<file path="src/rtl/m_spi_slave_if.sv">
// SPI pin bundle between an external master and m_spi_slave.
interface m_spi_slave_if;
  logic SCLK_SLAVE;
  logic SS_N_SLAVE;
  logic MOSI_SLAVE;
  logic MISO_SLAVE;

  modport master (output SCLK_SLAVE, output SS_N_SLAVE, output MOSI_SLAVE, input MISO_SLAVE);
  modport slave  (input SCLK_SLAVE, input SS_N_SLAVE, input MOSI_SLAVE, output MISO_SLAVE);
endinterface

</file>
<file path="src/rtl/m_spi_slave.sv">
// SPI mode-0 slave oversampled by I_CLK: synchronized pins, RX word assembly,
// TX holding register with idle-word fallback, frame and underrun reporting.
module m_spi_slave #(
  parameter int                    DATA_WIDTH = 8,
  parameter logic [DATA_WIDTH-1:0] IDLE_WORD  = '0
) (
  input  logic                  I_CLK,
  input  logic                  I_RESETN,
  m_spi_slave_if.slave          spi,
  input  logic                  I_TX_WE,
  input  logic [DATA_WIDTH-1:0] I_TX_DATA,
  output logic                  O_TX_READY,
  output logic [DATA_WIDTH-1:0] O_RX_DATA,
  output logic                  O_RX_VALID,
  output logic [5:0]            O_BYTE_CNT,
  output logic                  O_BUSY,
  output logic                  O_TX_UNDERRUN,
  output logic                  O_FRAME_ERR
);

  localparam int            CW       = (DATA_WIDTH > 1) ? $clog2(DATA_WIDTH) : 1;
  localparam logic [CW-1:0] LAST_BIT = CW'(DATA_WIDTH - 1);

  typedef enum logic {IDLE = 1'b0, ACTIVE = 1'b1} state_t;

  state_t                  state_q, state_d;
  logic [2:0]              sclk_sync_q, ss_sync_q;
  logic [1:0]              mosi_sync_q;
  logic [CW-1:0]           bit_cnt_q, bit_cnt_d;
  logic [5:0]              byte_cnt_q, byte_cnt_d;
  logic                    word_done_q, word_done_d;
  logic [DATA_WIDTH-1:0]   rx_sh_q, rx_sh_d;
  logic [DATA_WIDTH-1:0]   rx_data_q, rx_data_d;
  logic                    rx_valid_q, rx_valid_d;
  logic [DATA_WIDTH-1:0]   tx_sh_q, tx_sh_d;
  logic [DATA_WIDTH-1:0]   hold_q, hold_d;
  logic                    hold_full_q, hold_full_d;
  logic                    underrun_q, underrun_d;
  logic                    ferr_q, ferr_d;

  logic sclk_rise, sclk_fall, ss_rise, ss_fall, mosi_s;
  logic start, stop, rise_act, fall_act, load;
  logic busy, miso;

  function automatic logic [DATA_WIDTH-1:0] shift_in(input logic [DATA_WIDTH-1:0] v, input logic b);
    return {v[DATA_WIDTH-2:0], b};
  endfunction

  // Stage 2 of each synchronizer is the usable sample, stage 3 its one-cycle-old copy.
  assign sclk_rise =  sclk_sync_q[1] & ~sclk_sync_q[2];
  assign sclk_fall = ~sclk_sync_q[1] &  sclk_sync_q[2];
  assign ss_rise   =  ss_sync_q[1]   & ~ss_sync_q[2];
  assign ss_fall   = ~ss_sync_q[1]   &  ss_sync_q[2];
  assign mosi_s    =  mosi_sync_q[1];

  always_ff @(posedge I_CLK or negedge I_RESETN) begin
    if (!I_RESETN) state_q <= IDLE;
    else           state_q <= state_d;
  end

  always_comb begin
    state_d = state_q;
    unique case (state_q)
      IDLE:    if (ss_fall) state_d = ACTIVE;
      ACTIVE:  if (ss_rise) state_d = IDLE;
      default: state_d = IDLE;
    endcase
  end

  always_comb begin
    busy = (state_q == ACTIVE);
    miso = busy & tx_sh_q[DATA_WIDTH-1];
  end

  // A slave-select release outranks any SCLK edge seen in the same cycle.
  assign start    = (state_q == IDLE) & ss_fall;
  assign stop     = (state_q == ACTIVE) & ss_rise;
  assign rise_act = (state_q == ACTIVE) & ~ss_rise & sclk_rise;
  assign fall_act = (state_q == ACTIVE) & ~ss_rise & sclk_fall;
  assign load     = start | (fall_act & word_done_q);

  always_comb begin
    bit_cnt_d   = bit_cnt_q;
    byte_cnt_d  = byte_cnt_q;
    word_done_d = word_done_q;
    rx_sh_d     = rx_sh_q;
    rx_data_d   = rx_data_q;
    rx_valid_d  = 1'b0;
    tx_sh_d     = tx_sh_q;
    hold_d      = hold_q;
    hold_full_d = hold_full_q;
    underrun_d  = 1'b0;
    ferr_d      = 1'b0;

    if (start) begin
      bit_cnt_d   = '0;
      byte_cnt_d  = '0;
      word_done_d = 1'b0;
    end

    if (stop) begin
      bit_cnt_d   = '0;
      word_done_d = 1'b0;
      ferr_d      = (bit_cnt_q != '0);
    end

    if (rise_act) begin
      rx_sh_d = shift_in(rx_sh_q, mosi_s);
      if (bit_cnt_q == LAST_BIT) begin
        bit_cnt_d   = '0;
        word_done_d = 1'b1;
        rx_data_d   = shift_in(rx_sh_q, mosi_s);
        rx_valid_d  = 1'b1;
        byte_cnt_d  = byte_cnt_q + 6'd1;
      end else begin
        bit_cnt_d = bit_cnt_q + CW'(1);
      end
    end

    if (fall_act) begin
      if (word_done_q) word_done_d = 1'b0;
      else             tx_sh_d     = tx_sh_q << 1;
    end

    if (load) begin
      tx_sh_d    = hold_full_q ? hold_q : IDLE_WORD;
      underrun_d = ~hold_full_q;
    end

    // An empty register still accepts a write in the cycle it underruns.
    if (load && hold_full_q) begin
      hold_full_d = 1'b0;
    end else if (I_TX_WE && !hold_full_q) begin
      hold_full_d = 1'b1;
      hold_d      = I_TX_DATA;
    end
  end

  always_ff @(posedge I_CLK or negedge I_RESETN) begin
    if (!I_RESETN) begin
      sclk_sync_q <= '0;
      ss_sync_q   <= '1;
      mosi_sync_q <= '0;
      bit_cnt_q   <= '0;
      byte_cnt_q  <= '0;
      word_done_q <= 1'b0;
      rx_sh_q     <= '0;
      rx_data_q   <= '0;
      rx_valid_q  <= 1'b0;
      tx_sh_q     <= '0;
      hold_q      <= '0;
      hold_full_q <= 1'b0;
      underrun_q  <= 1'b0;
      ferr_q      <= 1'b0;
    end else begin
      sclk_sync_q <= {sclk_sync_q[1:0], spi.SCLK_SLAVE};
      ss_sync_q   <= {ss_sync_q[1:0], spi.SS_N_SLAVE};
      mosi_sync_q <= {mosi_sync_q[0], spi.MOSI_SLAVE};
      bit_cnt_q   <= bit_cnt_d;
      byte_cnt_q  <= byte_cnt_d;
      word_done_q <= word_done_d;
      rx_sh_q     <= rx_sh_d;
      rx_data_q   <= rx_data_d;
      rx_valid_q  <= rx_valid_d;
      tx_sh_q     <= tx_sh_d;
      hold_q      <= hold_d;
      hold_full_q <= hold_full_d;
      underrun_q  <= underrun_d;
      ferr_q      <= ferr_d;
    end
  end

  assign spi.MISO_SLAVE = miso;
  assign O_BUSY         = busy;
  assign O_TX_READY     = ~hold_full_q;
  assign O_RX_DATA      = rx_data_q;
  assign O_RX_VALID     = rx_valid_q;
  assign O_BYTE_CNT     = byte_cnt_q;
  assign O_TX_UNDERRUN  = underrun_q;
  assign O_FRAME_ERR    = ferr_q;

endmodule

</file>
<file path="src/flat_wrapper.sv">
// flat-port wrapper written by rule: the top's interface ports become plain ports
module m_spi_slave_flat 
#(
  parameter int                    DATA_WIDTH = 8,
  parameter logic [DATA_WIDTH-1:0] IDLE_WORD  = '0
)
  (I_CLK, I_RESETN, I_TX_WE, I_TX_DATA, O_TX_READY, O_RX_DATA, O_RX_VALID, O_BYTE_CNT, O_BUSY, O_TX_UNDERRUN, O_FRAME_ERR, spi_SCLK_SLAVE, spi_SS_N_SLAVE, spi_MOSI_SLAVE, spi_MISO_SLAVE);
  m_spi_slave_if spi_i ();
  input  logic I_CLK;
  input  logic I_RESETN;
  input  logic I_TX_WE;
  input  logic [DATA_WIDTH-1:0] I_TX_DATA;
  output logic O_TX_READY;
  output logic [DATA_WIDTH-1:0] O_RX_DATA;
  output logic O_RX_VALID;
  output logic [5:0] O_BYTE_CNT;
  output logic O_BUSY;
  output logic O_TX_UNDERRUN;
  output logic O_FRAME_ERR;
  input wire logic [$bits(spi_i.SCLK_SLAVE)-1:0] spi_SCLK_SLAVE;
  input wire logic [$bits(spi_i.SS_N_SLAVE)-1:0] spi_SS_N_SLAVE;
  input wire logic [$bits(spi_i.MOSI_SLAVE)-1:0] spi_MOSI_SLAVE;
  output wire logic [$bits(spi_i.MISO_SLAVE)-1:0] spi_MISO_SLAVE;
  assign spi_i.SCLK_SLAVE = spi_SCLK_SLAVE;
  assign spi_i.SS_N_SLAVE = spi_SS_N_SLAVE;
  assign spi_i.MOSI_SLAVE = spi_MOSI_SLAVE;
  assign spi_MISO_SLAVE = spi_i.MISO_SLAVE;
  m_spi_slave #(.DATA_WIDTH(DATA_WIDTH), .IDLE_WORD(IDLE_WORD)) u_core (.I_CLK(I_CLK), .I_RESETN(I_RESETN), .spi(spi_i), .I_TX_WE(I_TX_WE), .I_TX_DATA(I_TX_DATA), .O_TX_READY(O_TX_READY), .O_RX_DATA(O_RX_DATA), .O_RX_VALID(O_RX_VALID), .O_BYTE_CNT(O_BYTE_CNT), .O_BUSY(O_BUSY), .O_TX_UNDERRUN(O_TX_UNDERRUN), .O_FRAME_ERR(O_FRAME_ERR));
endmodule
</file>
<file path="config.mk">
export PLATFORM = sky130hd
export DESIGN_NAME = m_spi_slave_flat
export DESIGN_NICKNAME = d
export VERILOG_FILES = /design/src/rtl/m_spi_slave_if.sv /design/src/rtl/m_spi_slave.sv /design/src/flat_wrapper.sv
export SDC_FILE = /design/constraint.sdc
export NUM_CORES = 1
export LEC_CHECK = 0
export BUFFER_PORTS_ARGS = -buffer_cell sky130_fd_sc_hd__buf_4
export CAP_MARGIN = 20
export CORE_MARGIN = 1
export CORE_UTILIZATION = 28
export CTS_CLUSTER_DIAMETER = 120
export DETAILED_ROUTE_END_ITERATION = 8
export GPL_TIMING_DRIVEN = 0
export HOLD_SLACK_MARGIN = 0.05
export PLACE_DENSITY = 0.46
export SLEW_MARGIN = 20
export SYNTH_ARGS = -nofsm -noshare
export SYNTH_HDL_FRONTEND = slang
export SYNTH_SLANG_ARGS = --single-unit
</file>
<file path="constraint.sdc">
create_clock -name I_CLK -period 2.55 [get_ports I_CLK]
set_clock_uncertainty 0.2 [all_clocks]
set_input_delay 0.255 -clock I_CLK [delete_from_list [all_inputs] [get_ports I_CLK]]
set_output_delay 0.255 -clock I_CLK [all_outputs]
set_load 0.02 [all_outputs]
</file>
* After elaboration in Yosys (flattened, before gate mapping)
Cells that the tools add are included.
** Word-level totals
- Register bits after elaboration :: 54
- Word-level logic and storage cells :: 75
- Output and inout bits :: 20
** Operators by class
- $add $sub $neg :: 2
- Multiplexer cells :: 26
- Bitwise gates (word level) :: 20
- Equality and inequality tests :: 2
- Reduce and logical (&&, ||, !) cells :: 10
** Operators by type and width (count)
- $mux W8 :: 4
- $mux W6 :: 3
- $mux W1 :: 14
- $mux W3 :: 4
- $and A1 B1 Y1 :: 11
- $not A1 Y1 :: 8
- $add A6 B1 Y6 const B :: 1
- $reduce_and A2 Y1 :: 3
- $reduce_bool A3 Y1 :: 2
- $reduce_bool A2 Y1 :: 2
- $add A3 B1 Y3 const B :: 1
- $eq A3 B3 Y1 const B :: 1
- $logic_and A1 B1 Y1 :: 2
- $ne A2 B2 Y1 const B :: 1
- $pmux W1 S2 :: 1
- $logic_not A1 Y1 :: 1
- $or A1 B1 Y1 :: 1

* Depth between registers and ports, before layout
- Depth after elaboration :: 10
- Gate-level depth with buffers :: 6

* Worst setup path before layout
Ideal clock, no wire load.
- Kind :: register to register
- Start :: register u_core.ss_sync_q[2]
- End :: register u_core.byte_cnt_q[5], in the netlist u_core.O_BYTE_CNT[5]
- Period minus slack after synthesis :: 2.087 ns
- Path slack :: 0.463 ns
- Cell stages (with the launch flop) :: 7
- Data arrival time :: 1.748 ns
- Library setup time :: 0.140 ns
- Cell sequence :: dfstp_2 buf_4 nor2b_4 or4b_4 buf_6 o311ai_0 o41ai_1
** Between the ends
- Word-level cells in the longest chain between the ends :: 6
** Ends and longest elaborated chain
- from (decl) :: RTL line m_spi_slave.sv:27 : logic [2:0] sclk_sync_q, ss_sync_q;
- from (signal assigned) :: RTL line m_spi_slave.sv:157 : ss_sync_q <= {ss_sync_q[1:0], spi.SS_N_SLAVE};
- $not A1 Y1 :: RTL line m_spi_slave.sv:52 : assign ss_rise = ss_sync_q[1] & ~ss_sync_q[2];
- $and A1 B1 Y1 :: RTL line m_spi_slave.sv:52
- $not A1 Y1 :: RTL line m_spi_slave.sv:78 : assign rise_act = (state_q == ACTIVE) & ~ss_rise & sclk_rise;
- $and A1 B1 Y1 (2 in a row) :: RTL line m_spi_slave.sv:78
- $mux W6 * :: RTL line m_spi_slave.sv:107 : if (rise_act) begin
- named net u_core.byte_cnt_d[5] :: RTL line m_spi_slave.sv:30 : logic [5:0] byte_cnt_q, byte_cnt_d;
- to (signal assigned) :: RTL line m_spi_slave.sv:160 : byte_cnt_q <= byte_cnt_d;
- to (decl) :: RTL line m_spi_slave.sv:30
The timed path passes the listed nets; every way through them passes the cells marked *.
A chain may end at the register's enable or synchronous reset.

* Final worst setup path
- Start :: register u_core.ss_sync_q[2]
- End :: register u_core.tx_sh_q[2]
** Between the ends
- Word-level cells in the longest chain between the ends :: 9
** Ends and longest elaborated chain
- $not A1 Y1 :: RTL line m_spi_slave.sv:52
- $and A1 B1 Y1 :: RTL line m_spi_slave.sv:52
- $not A1 Y1 :: RTL line m_spi_slave.sv:79 : assign fall_act = (state_q == ACTIVE) & ~ss_rise & sclk_fall;
- $and A1 B1 Y1 (2 in a row) :: RTL line m_spi_slave.sv:79
- $and A1 B1 Y1 :: RTL line m_spi_slave.sv:80 : assign load = start | (fall_act & word_done_q);
- $or A1 B1 Y1 :: RTL line m_spi_slave.sv:80
- $ne A2 B2 Y1 (no line) or $reduce_bool A2 Y1 (tied branches)
- $reduce_and A2 Y1 (no line)
- to (signal assigned) :: RTL line m_spi_slave.sv:165 : tx_sh_q <= tx_sh_d;
- to (decl) :: RTL line m_spi_slave.sv:35 : logic [DATA_WIDTH-1:0] tx_sh_q, tx_sh_d;
Several ways; a longest one is shown, not always the timed one.

==> results.py <==
metrics = {
    "outcome": {
        "outcome": "completed",
    },
    "cells_and_area": {
        "mostFrequentLayoutCells": "dfrtp_1, buf_4, nand2_1, mux2_2, dlygate4sd3_1",
        "layout_commonest_cell": "dfrtp_1",
        "utilization_pct": 36.6,
        "drive_above_1_share_pct": 27.5,
        "fin_nets": 257,
        "diodes": 0,
        "syn2layout_area_growth_pct": 26.0,
    },
    "setup_path": {
        "crit_buf_inv": 1,
        "worstPathRequired_ns": 2.54,
        "cp_top_family": "simple AND/OR/NAND/NOR gates",
        "timing.rr.start": "u_core.ss_sync_q[2]",
        "worstPathMaxFanout": 8,
        "crit_path_top_delay_cell": "nor3b_1",
        "crit_arrival_ns": 2.29,
        "reg2reg_slack_ns": 0.25,
        "worst-r2r-cell-count": 5,
        "cp_cell_sequence": "buf_4 > nor3b_1 > a31oi_1 > a32oi_1 > a2bb2oi_1",
        "crit_path_max_incr_delay_ns": 0.66,
        "critPathLaunchType": "register",
        "crit_type": "reg -> reg",
        "startpoint": "u_core.ss_sync_q[2]",
        "cp-end-kind": "register",
        "r2r-end": "u_core.tx_sh_q[2]",
    },
    "floorplanning": {
        "rows": 32,
        "core_um2": 7770,
        "die_w_um": 91.8,
        "initial_utilization_pct": 29.1,
        "ioPinCount": 34,
        "dieHeight_um": 91.8,
        "die_area_um2": 8420,
    },
    "timing": {
        "fmax_mhz": 434,
        "grt_setup_unrepaired": "no",
        "worst_pin_slew_ns": 0.775,
        "holdWs_ns": 0.153,
        "fin_crit_sh_pct": 90.3,
        "tns_ns": 0,
        "slew_viol_final": 0,
        "setup_viol": 0,
        "hold_viol_final": 0,
        "layout_min_cycle_time_ns": 2.30,
        "slew_headroom_pct": 48.2,
    },
    "job": {
        "max-cap-violations": 0,
    },
    "power": {
        "vdd_drop_max_mv": 0.331,
        "pwr_density_cell_nw_per_um2": 690,
        "p_total_mw": 1.96,
        "leakage_nw": 1.33,
    },
    "min_path": {
        "hold-path-endpoint": "u_core.sclk_sync_q[1]",
        "hold_class": "reg -> reg",
        "min_path_cells": 0,
        "hp-start": "u_core.sclk_sync_q[0]",
    },
    "cts": {
        "cts-root-buf": "clkbuf_8",
        "cts_sinks": 54,
        "clk_pin_slew_worst_paths_ns": 0.09,
        "cts_setup_buffers": 0,
        "cts_tree": "built",
        "numCtsBuffers": 5,
        "insertion_delay_ns": 0.30,
        "h-tree-depth": 2,
        "clockBufferDepth": 2,
    },
    "drt": {
        "drt_first_iter_violations": 95,
        "via_per_inst": 4.65,
        "first_pass_iters": 4,
        "wl_um": 4220,
        "route.detailed.drc": 0,
        "wl_per_cell_um": 12.3,
        "vias": 1589,
        "detail-route-antenna-nets": 0,
    },
    "yosys": {
        "ys_seq_elements": 54,
        "syn_avg_cell_area_um2": 12.1,
        "netlist_instances": 187,
        "syn_area_um2": 2260,
        "yosysSeqAreaShare_pct": 60.0,
        "synth_cell_types": 38,
        "syn_nets": 205,
        "ys.warnings.count": 0,
    },
    "grt": {
        "track_usage_pct": 11.0,
        "grt_max_degree": 55,
        "grt-ovfl-total": 0,
        "grt_pass1_wl_um": 7420,
        "first_global_vias": 1567,
        "antenna_found_initial": 0,
    },
    "place": {
        "place_congestion": 0.705,
        "hpwlAfterDp_um": 2880,
        "portBuffers": 33,
    },
}
[report_power, final]
group / switching [mW] / internal (mW) / leakage (nW)
logic: 0.165 / 0.195 / 0.601
registers: 0.0960 / 1.02 / 0.681
clock network: 0.267 / 0.220 / 0.0482
[state kept, by name, summed over array words and instances, names as in the netlist]
signal / cells
u_core.O_BUSY: 1
u_core.word_done_q: 1
u_core.O_TX_UNDERRUN: 1
u_core.hold_q: 8
u_core.O_RX_VALID: 1
u_core.ss_sync_q: 3
u_core.O_BYTE_CNT: 6
u_core.O_RX_DATA: 8
u_core.O_FRAME_ERR: 1
u_core.mosi_sync_q: 2
u_core.tx_sh_q: 8
u_core.hold_full_q: 1
u_core.bit_cnt_q: 3
u_core.sclk_sync_q: 3
u_core.rx_sh_q: 7
[synth_stat cells (all sizes together)]
cell type | instances | area share [%]
a22o | 3 | 1.2
nor2b | 2 | 0.89
nor2 | 6 | 1.0
nand4bb | 1 | 0.50
or4b | 1 | 0.61
dfrtp | 51 | 57
or3 | 3 | 0.83
buf | 4 | 1.4
o21ai | 6 | 1.3
and3b | 1 | 0.39
mux2 | 16 | 8.0
dfstp | 3 | 3.5
a2bb2oi | 7 | 2.7
nand2b | 1 | 0.28
nand3b | 1 | 0.33
a21oi | 2 | 0.44
maj3 | 1 | 0.44
nor3 | 1 | 0.22
a211oi | 1 | 0.33
nor3b | 1 | 0.33
and2 | 1 | 0.28
clkbuf | 5 | 0.83
a21o | 1 | 0.33
a31o | 1 | 0.39
o211ai | 7 | 2.3
a31oi | 1 | 0.28
nand2 | 29 | 4.8
inv | 8 | 1.3
a221oi | 1 | 0.39
a32oi | 7 | 2.7
nand3 | 6 | 1.3
o311ai | 2 | 0.78
ha | 4 | 2.2
o41ai | 2 | 0.78
[worst reg2reg max path, delay by kind of cell (launching register included)]
kind,cells,cell delay (ns)
buf+inv,1,0.15
flops,1,0.52
compound gates,3,0.66
simple gates,1,0.66
[through the flow]
step | std cells | cell area, um2 | setup WS [ns]
floorplan | 187 | 2260 | 0.463
global placement | 322 | 2630 | 0.251
detailed placement | 322 | 2630 | 0.204
CTS | 342 | 2840 | 0.203
global route | 342 | 2840 | 0.134
finish | 342 | 2840 | 0.247
[routing by layer]
| layer | part of all wire (%) | global-route usage [%] | routed length, um | vias up |
|---|---|---|---|---|
| met5 | 0 | 0 | 0 | - |
| met4 | 0.59 | 3.52 | 25 | 0 |
| met3 | 4.2 | 2.49 | 179 | 2 |
| met2 | 45 | 17.1 | 1890 | 33 |
| met1 | 50 | 15.2 | 2120 | 771 |
| li1 | - | - | - | 783 |
[what timing repair did]
| item | CTS | global route |
|---|---|---|
| hold buffers | 12 | 0 |
| endpoints found under the hold margin | 62 | 0 |
| setup endpoints to repair | 0 | 0 |
| gates resized for setup | 0 | 0 |
[logic make-up after synthesis]
| kind of cell | after synthesis | synth area share (%) |
|---|---|---|
| adder cells (fa/ha/maj) | 5 | 2.66 |
| flip-flops | 54 | 60.0 |
| AND/OR/NAND/NOR | 54 | 11.8 |
| multiplexers | 16 | 7.98 |
| AO/OA/AOI/OAI | 41 | 14.0 |
| buffers and inverters | 17 | 3.55 |
[worst max path at each step]
stage | end | cells after the start
CTS | u_core.tx_sh_q[2] | 5
global placement | u_core.tx_sh_q[4] | 5
floorplan | u_core.O_BYTE_CNT[5] | 6
detailed placement | u_core.tx_sh_q[2] | 5
global route | u_core.tx_sh_q[2] | 5
finish | u_core.tx_sh_q[2] | 5
[area by class of cell]
| cell class | instances | area (um2) |
|---|---|---|
| Timing Repair Buffer | 45 | 368 |
| Clock buffer | 7 | 86.3 |
| Fill cell | 810 | 4920 |
| Tap cell | 102 | 128 |
| Inverter | 8 | 30.0 |
| Sequential cell | 54 | 1360 |
| Multi-Input combinational cell | 116 | 822 |
| Buffer | 9 | 50.0 |
| Clock inverter | 1 | 5.00 |
Note: power is estimated with default switching activity, not from simulation.
